$ cat src/rtl/topk_drain_pkg.sv
`default_nettype none
// ============================================================================
// Module      : topk_drain_pkg
// Description : Shared widths and drain FSM encoding for the top-K result path.
// Revision    : 1.0 - initial release
// ============================================================================
package topk_drain_pkg;

  localparam int DEF_K_NUMBER     = 32;
  localparam int DEF_LOG2_K       = 5;
  localparam int DEF_DATA_WIDTH   = 4;
  localparam int DEF_INDEX_WIDTH  = 9;
  localparam int DEF_BLOCK_NUMBER = 16;
  localparam int DEF_LOG2_WIDTH   = 5;

  typedef enum logic [1:0] {
    ST_IDLE     = 2'd0,
    ST_CAPT_CNT = 2'd1,
    ST_STREAM   = 2'd2
  } drain_state_t;

endpackage
`default_nettype wire

$ cat src/rtl/topk_drain.sv
`default_nettype none
// ============================================================================
// Module      : topk_drain
// Description : Snapshots a sorted top-K result and streams it out entry by entry.
// Revision    : 1.0 - initial release
// ============================================================================
module topk_drain
  import topk_drain_pkg::*;
#(
  parameter int K_NUMBER     = DEF_K_NUMBER,
  parameter int LOG2_K       = DEF_LOG2_K,
  parameter int DATA_WIDTH   = DEF_DATA_WIDTH,
  parameter int INDEX_WIDTH  = DEF_INDEX_WIDTH,
  parameter int BLOCK_NUMBER = DEF_BLOCK_NUMBER,
  parameter int LOG2_WIDTH   = DEF_LOG2_WIDTH
) (
  input  logic                                     clk,
  input  logic                                     rst_n,
  input  logic                                     i_valid,
  input  logic [DATA_WIDTH*K_NUMBER-1:0]           i_sorted_data,
  input  logic [INDEX_WIDTH*K_NUMBER-1:0]          i_sorted_index,
  input  logic                                     i_count_valid,
  input  logic [BLOCK_NUMBER*(LOG2_WIDTH+1)-1:0]   i_row_block_count,
  input  logic                                     i_ready,
  output logic                                     o_valid,
  output logic [DATA_WIDTH-1:0]                    o_data,
  output logic [INDEX_WIDTH-1:0]                   o_index,
  output logic                                     o_last,
  output logic                                     o_busy,
  output logic [BLOCK_NUMBER*(LOG2_WIDTH+1)-1:0]   o_row_block_count,
  output logic                                     o_count_valid,
  output logic                                     o_overrun,
  output logic                                     o_count_err
);

  localparam int CNT_W = BLOCK_NUMBER*(LOG2_WIDTH+1);
  localparam logic [LOG2_K-1:0] c_last_ptr = LOG2_K'(K_NUMBER-1);

  drain_state_t r_state;
  drain_state_t w_state_nxt;

  logic [LOG2_K-1:0]               r_ptr;
  logic [DATA_WIDTH*K_NUMBER-1:0]  r_data_snap;
  logic [INDEX_WIDTH*K_NUMBER-1:0] r_index_snap;
  logic [CNT_W-1:0]                r_row_block_count;
  logic                            r_count_valid;
  logic                            r_overrun;
  logic                            r_count_err;

  logic                            w_streaming;
  logic                            w_is_last;
  logic [DATA_WIDTH-1:0]           w_data_arr  [K_NUMBER];
  logic [INDEX_WIDTH-1:0]          w_index_arr [K_NUMBER];

  // Unpack the flat snapshots so the pointer can select one entry directly.
  generate
    for (genvar e = 0; e < K_NUMBER; e++) begin : g_entry
      assign w_data_arr[e]  = r_data_snap[e*DATA_WIDTH +: DATA_WIDTH];
      assign w_index_arr[e] = r_index_snap[e*INDEX_WIDTH +: INDEX_WIDTH];
    end
  endgenerate

  assign w_streaming = (r_state == ST_STREAM);
  assign w_is_last   = (r_ptr == c_last_ptr);

  always_ff @(posedge clk or negedge rst_n) begin
    if (!rst_n) begin
      r_state <= ST_IDLE;
    end else begin
      r_state <= w_state_nxt;
    end
  end

  always_comb begin
    w_state_nxt = r_state;
    case (r_state)
      ST_IDLE:     if (i_valid) w_state_nxt = ST_CAPT_CNT;
      ST_CAPT_CNT: w_state_nxt = ST_STREAM;
      ST_STREAM:   if (i_ready && w_is_last) w_state_nxt = ST_IDLE;
      default:     w_state_nxt = ST_IDLE;
    endcase
  end

  always_ff @(posedge clk or negedge rst_n) begin
    if (!rst_n) begin
      r_ptr             <= '0;
      r_data_snap       <= '0;
      r_index_snap      <= '0;
      r_row_block_count <= '0;
      r_count_valid     <= 1'b0;
      r_overrun         <= 1'b0;
      r_count_err       <= 1'b0;
    end else begin
      r_count_valid <= 1'b0;
      if (i_valid) begin
        if (r_state == ST_IDLE) begin
          r_data_snap  <= i_sorted_data;
          r_index_snap <= i_sorted_index;
        end else begin
          r_overrun <= 1'b1;
        end
      end
      if (r_state == ST_CAPT_CNT) begin
        r_row_block_count <= i_row_block_count;
        r_count_valid     <= 1'b1;
        r_ptr             <= '0;
        if (!i_count_valid) r_count_err <= 1'b1;
      end
      if (w_streaming && i_ready) begin
        r_ptr <= w_is_last ? '0 : r_ptr + LOG2_K'(1);
      end
    end
  end

  // Stream outputs come from state and pointer only, never from i_ready.
  assign o_valid           = w_streaming;
  assign o_data            = w_streaming ? w_data_arr[r_ptr]  : '0;
  assign o_index           = w_streaming ? w_index_arr[r_ptr] : '0;
  assign o_last            = w_streaming && w_is_last;
  assign o_busy            = (r_state != ST_IDLE);
  assign o_row_block_count = r_row_block_count;
  assign o_count_valid     = r_count_valid;
  assign o_overrun         = r_overrun;
  assign o_count_err       = r_count_err;

endmodule
`default_nettype wire

$ cat config.mk
export PLATFORM = sky130hd
export DESIGN_NAME = topk_drain
export DESIGN_NICKNAME = d
export VERILOG_FILES = /design/src/rtl/topk_drain_pkg.sv /design/src/rtl/topk_drain.sv
export SDC_FILE = /design/constraint.sdc
export NUM_CORES = 1
export LEC_CHECK = 0
export ABC_AREA = 1
export CAP_MARGIN = 20
export CORE_AREA = 2 2 245 247
export DETAILED_ROUTE_END_ITERATION = 10
export DIE_AREA = 0 0 247 249
export PLACE_DENSITY = 0.69
export SETUP_SLACK_MARGIN = 0.3
export SYNTH_ARGS = -nofsm -noshare
export SYNTH_HDL_FRONTEND = slang
export SYNTH_SLANG_ARGS = --single-unit
$ cat constraint.sdc
create_clock -name clk -period 3.1 [get_ports clk]
set_input_delay 0.62 -clock clk [delete_from_list [all_inputs] [get_ports clk]]
set_output_delay 0.62 -clock clk [all_outputs]
set_load 0.005 [all_outputs]
; ---- Yosys cells after proc, flatten, opt, wreduce, memory -nomap -nowiden
; Index checks and enable logic that the tools add are counted.
[totals]
ram_bits = 0
reg_bits = 522
memories = 0
latchBits = 0
rom_bits = 0
input_bits = 517
[op_classes]
mux = 15
n_addsub = 1
n_div = 0
n_eq_ne = 5
bitwise = 3
shift = 0
n_reduce_logical = 10
multipliers = 0
order_cmp = 1
[ops]
columns = cell, n
row1 = 9-bit binary-select mux with 5-bit select, 1
row2 = 9-bit 2-to-1 mux, 3
row3 = 4-bit binary-select mux with 5-bit select, 1
row4 = 5-bit 2-to-1 mux, 3
row5 = 4-bit 2-to-1 mux, 3
row6 = 2-bit AND reduction, 4
row7 = 6-bit greater-or-equal comparator (second input constant), 1
row8 = 5-bit inverter with 6-bit output, 1
row9 = 2-bit case mux with 3 select lines, 1
row10 = 5-bit by 1-bit adder with 5-bit output (second input constant), 1
row11 = 5-bit equality test (second input constant), 1
row12 = 2-bit 2-to-1 mux, 2
row13 = 2-bit nonzero test, 2
row14 = 1-bit logical AND, 3
row15 = 2-bit by 1-bit equality test with 1-bit output (second input constant), 1
row16 = 2-bit equality test (second input constant), 1
row17 = 2-bit zero test, 1
row18 = 2-bit by 1-bit != test with 1-bit output (second input constant), 1
row19 = 2-bit != test (second input constant), 1
row20 = 1-bit inverter, 2
row21 = 1-bit 2-to-1 mux, 1

; ---- Logic depth before layout (Yosys ltp)
[depth]
word_depth = 5
ltp_mapped = 12
depth_no_buf = 9

; ---- Least setup slack after synthesis
; Ideal clock, no wire load.
[synth_path]
path_kind = reg2out
startpoint = register r_ptr[0]
endpoint = output port o_data[1]
stages_incl_launch_ff = 13
slack_ns = 1.160
t_required_ns = 2.480
arrival_time_ns = 1.320
path_buffers = 3
cell_sequence = dfrtp_1 > buf_6 > inv_6 > buf_12 > buf_4 > nand2_1 > nand3_1 > nand3_1 > nand2_1 > nand2_1 > nand3_1 > nand2_1 > nor2_1
[synth_between]
elab_chain_len = 5
[synth_lines]
columns = element, line
row1 = start: declaration, topk_drain.sv:42  ; logic [LOG2_K-1:0] r_ptr;
row2 = start signal: assignment, topk_drain.sv:110  ; r_ptr <= w_is_last ? '0 : r_ptr + LOG2_K'(1);
row3 = 5-bit inverter with 6-bit output (implied by the code), topk_drain.sv:117  ; assign o_data = w_streaming ? w_data_arr[r_ptr] : '0;
row4 = 4-bit binary-select mux with 5-bit select, topk_drain.sv:117
row5 = 4-bit 2-to-1 mux (implied by the code) (2 in series), topk_drain.sv:117
row6 = 4-bit 2-to-1 mux, topk_drain.sv:117
row7 = end: declaration, topk_drain.sv:26  ; output logic [DATA_WIDTH-1:0] o_data,
; Every way passes these cells. The select of a mux whose other input is x is not followed.

; ---- Worst setup path in the final report
[layout_path]
startpoint = register r_ptr[0]
endpoint = output port o_index[8]
[layout_between]
elab_chain_len = 5
[layout_lines]
columns = element, line
row1 = 5-bit inverter with 6-bit output (implied by the code), topk_drain.sv:118  ; assign o_index = w_streaming ? w_index_arr[r_ptr] : '0;
row2 = 9-bit binary-select mux with 5-bit select, topk_drain.sv:118
row3 = 9-bit 2-to-1 mux (implied by the code) (2 in series), topk_drain.sv:118
row4 = 9-bit 2-to-1 mux, topk_drain.sv:118
row5 = end: declaration, topk_drain.sv:27  ; output logic [INDEX_WIDTH-1:0] o_index,
; Every way passes these cells. The select of a mux whose other input is x is not followed.

==> impl_metrics.toml <==
[run_status]
outcome = "finished with violations"
violations = "setup timing"

[drt]
routed_wl_um = 95600
wl_met3_um = 8340
viasPerCell = 5.13
drtIter0Drc = 2271
ant_nets = 0
post_drt_wl_per_cell_um = 20.8
maxUsedRoutingLayer = "met5"
drt_pass1_iterations = 5
vias = 23625
drc = 0
dr_wl_met2_um = 45100
wl_met1_um = 38400

[placement]
gp_routability_congestion = 0.909
place_area_sq_um = 31000
port_buffers = 631
dp_cells = 4435
dpl.hpwl_um = 66600

[global_routing]
grt_use_total_pct = 30.6
antenna_found_initial = 13
grt_pass1_wl_um = 142000
grt_pass1_vias = 23209
grt_overflow = 0
grt_max_degree = 108

[logic_synthesis]
ys_seq_elements = 522
yosysMostFrequentCell = "nand2_1"
synthArstFlopShare_pct = 100
synth_edf_count = 0
synth-seq-area-share_pct = 54.6
avgSynthCellArea_sq_um = 7.56
synth_ff_type = "dfrtp_1"
syn-cell-area_sq_um = 23900
yosysWarnings = 0
syn-num-nets = 3682
synth_area_leader_cell = "dfrtp_1"
synth_cells = 3162
netlist_top_cells_area = "dfrtp_1 55%, nand2_1 31%, nand3_1 6.4%"
ys_types = 23
netlist.area_leader.share_pct = 54.6
yosys-top-cells-count = "1975 x nand2_1, 522 x dfrtp_1, 305 x nand3_1"

[floorplan]
die_w_um = 247
fp.dieH_um = 249
die_area_sq_um = 61500
ios = 632
core-area_sq_um = 58700
start_util_pct = 40.7
num_rows = 89

[cts]
htreeDepth = 2
cts_root_buffer = "clkbuf_16"
clock-sinks = 522
cts_tree = "yes"
numCtsBuffers = 56
insertion_delay_ns = 0.60
cts_buffer_depth = 3
clkTransAtPathRegs_ns = 0.06

[power]
vdd_drop_max_v = 0.000494
power_density_nw_per_um2 = 1010
leakage_nw = 17.4

[critical_path]
cp_data_arrival_time_ns = 2.54
worstSetupEndpointType = "primary output"
critPathRequiredTime_ns = 2.48
worstPathMaxFanout = 13
crit_type = "reg -> out"
start_kind = "flop"

[flow_run]
maxCapViolCount = 0

[sta]
worst_slew_pin_slew_ns = 1.10
rsz0062_at_grt = "yes"
setup_viol = 6
max_freq_ghz = 0.317
slew_headroom_pct = 26.9
worst_hold_slack_ns = 0.470
finalClockSkew_ns = 0.00900
setup_slack_ns = -0.0580
tns_ns = -0.154
hold_viol_final = 0
layout_min_cycle_time_ns = 3.16
slew_viol_final = 0
finalCritPeriodShare_pct = 102

[cells_and_area]
nets = 4302
design_area_sq_um = 35100
fillers = 5202
utilization_pct = 59.9
area_growth_pct = 47.0
fin_cells = 4605
drive_above_1_share_pct = 11.7

[hold_path]
min_path_type = "reg -> reg"
worst max-delay path, stage by stage (launching register included):
cell and delay [ns]:
dfrtp_4 0.51, buf_12 0.17, buf_12 0.13, buf_12 0.13
buf_16 0.16, o21ai_4 0.18, nand3_2 0.14, a21oi_2 0.19
nor2_2 0.06, nor2_4 0.13, buf_2 0.13
logic make-up after synthesis:
group | count (synthesis) | synth area share [%]
buf+inv | 235 | 5.34
flops | 522 | 54.6
xor+xnor | 2 | 0.0733
fa+ha+maj | 3 | 0.157
simple gates | 2313 | 37.9
compound gates | 87 | 1.86
cell usage in the layout, fill, tap and decap left out, drive strengths merged:
cell type      count
nand2           1975
clkdlybuf4s50    616
dfrtp            522
nand3            305
buf              134
clkbuf            94
o21ai             49
inv               35
a21oi             35
nor2              33
diode              9
clkinv             8
bufinv             5
ha                 3
xor2               2
o21bai             2
clkinvlp           2
o2bb2ai            1
bufbuf             1
dlygate4sd3        1
report_power, final:
| part | internal [mW] | leakage [nW] | total, mW | switching (mW) |
|---|---|---|---|---|
| sequential | 10.1 | 6.44 | 12.2 | 2.13 |
| clock | 4.10 | 0.915 | 6.89 | 2.79 |
| combinational | 7.06 | 10.0 | 16.4 | 9.37 |
| total | 21.2 | 17.4 | 35.5 | 14.3 |
registers in the layout (all words and copies together) (netlist names):
| name | cells |
|---|---|
| r_index_snap | 288 |
| r_data_snap | 128 |
| o_row_block_count | 96 |
| r_ptr | 5 |
| r_state | 2 |
| o_count_err | 1 |
| o_count_valid | 1 |
| o_overrun | 1 |
per-stage QoR:
step                      setup slack [ns]  total power, mW
after detailed placement           -0.0176             25.4
after global placement             -0.0214             25.3
after global routing                -0.115             37.8
final                              -0.0580             35.5
after floorplan                       1.16             19.5
after CTS                          -0.0450             34.8
per-layer routing:
metal,track usage [%],up-vias
met5,0,-
met2,49.2,1071
met3,6.42,177
li1,-,11029
met1,40.2,11342
met4,12.1,6
path summary, 6_finish.rpt:
check / slack [ns] / startpoint / to / cells past startpoint
max: -0.06 / r_ptr[0] / o_index[8] / 10
min: 0.47 / r_data_snap[18] / r_data_snap[18] / 2
max reg2reg: 0.68 / r_state[0] / r_index_snap[214] / 7
min reg2reg: 0.47 / r_data_snap[18] / r_data_snap[18] / 2
max in group asynchronous: 1.64 / rst_n / r_index_snap[59] / 3
min in group asynchronous: 0.54 / rst_n / o_row_block_count[19] / 2
layout make-up:
| type | instances | area (sq um) | share of cell area, % |
|---|---|---|---|
| flip-flops and latches | 522 | 13100 | 37.2 |
| diodes | 9 | 22.5 | 0.0641 |
| multi-input cells | 2405 | 10700 | 30.3 |
| repair buffers | 760 | 8380 | 23.8 |
| clock inverters | 13 | 195 | 0.555 |
| clock buffers | 86 | 1680 | 4.77 |
| repair inverters | 1 | 16.3 | 0.0463 |
| inverters | 36 | 160 | 0.456 |
| well taps | 773 | 967 | 2.75 |
what timing repair did:
item	CTS	global route
buffers inserted	34	2
cloned	17	8
pin swaps	76	57
setup endpoints to repair	14	14
hold buffers	1	0
endpoints found under the hold margin	42	0
resized for setup	289	77
Power figures use the tool's default switching activity.
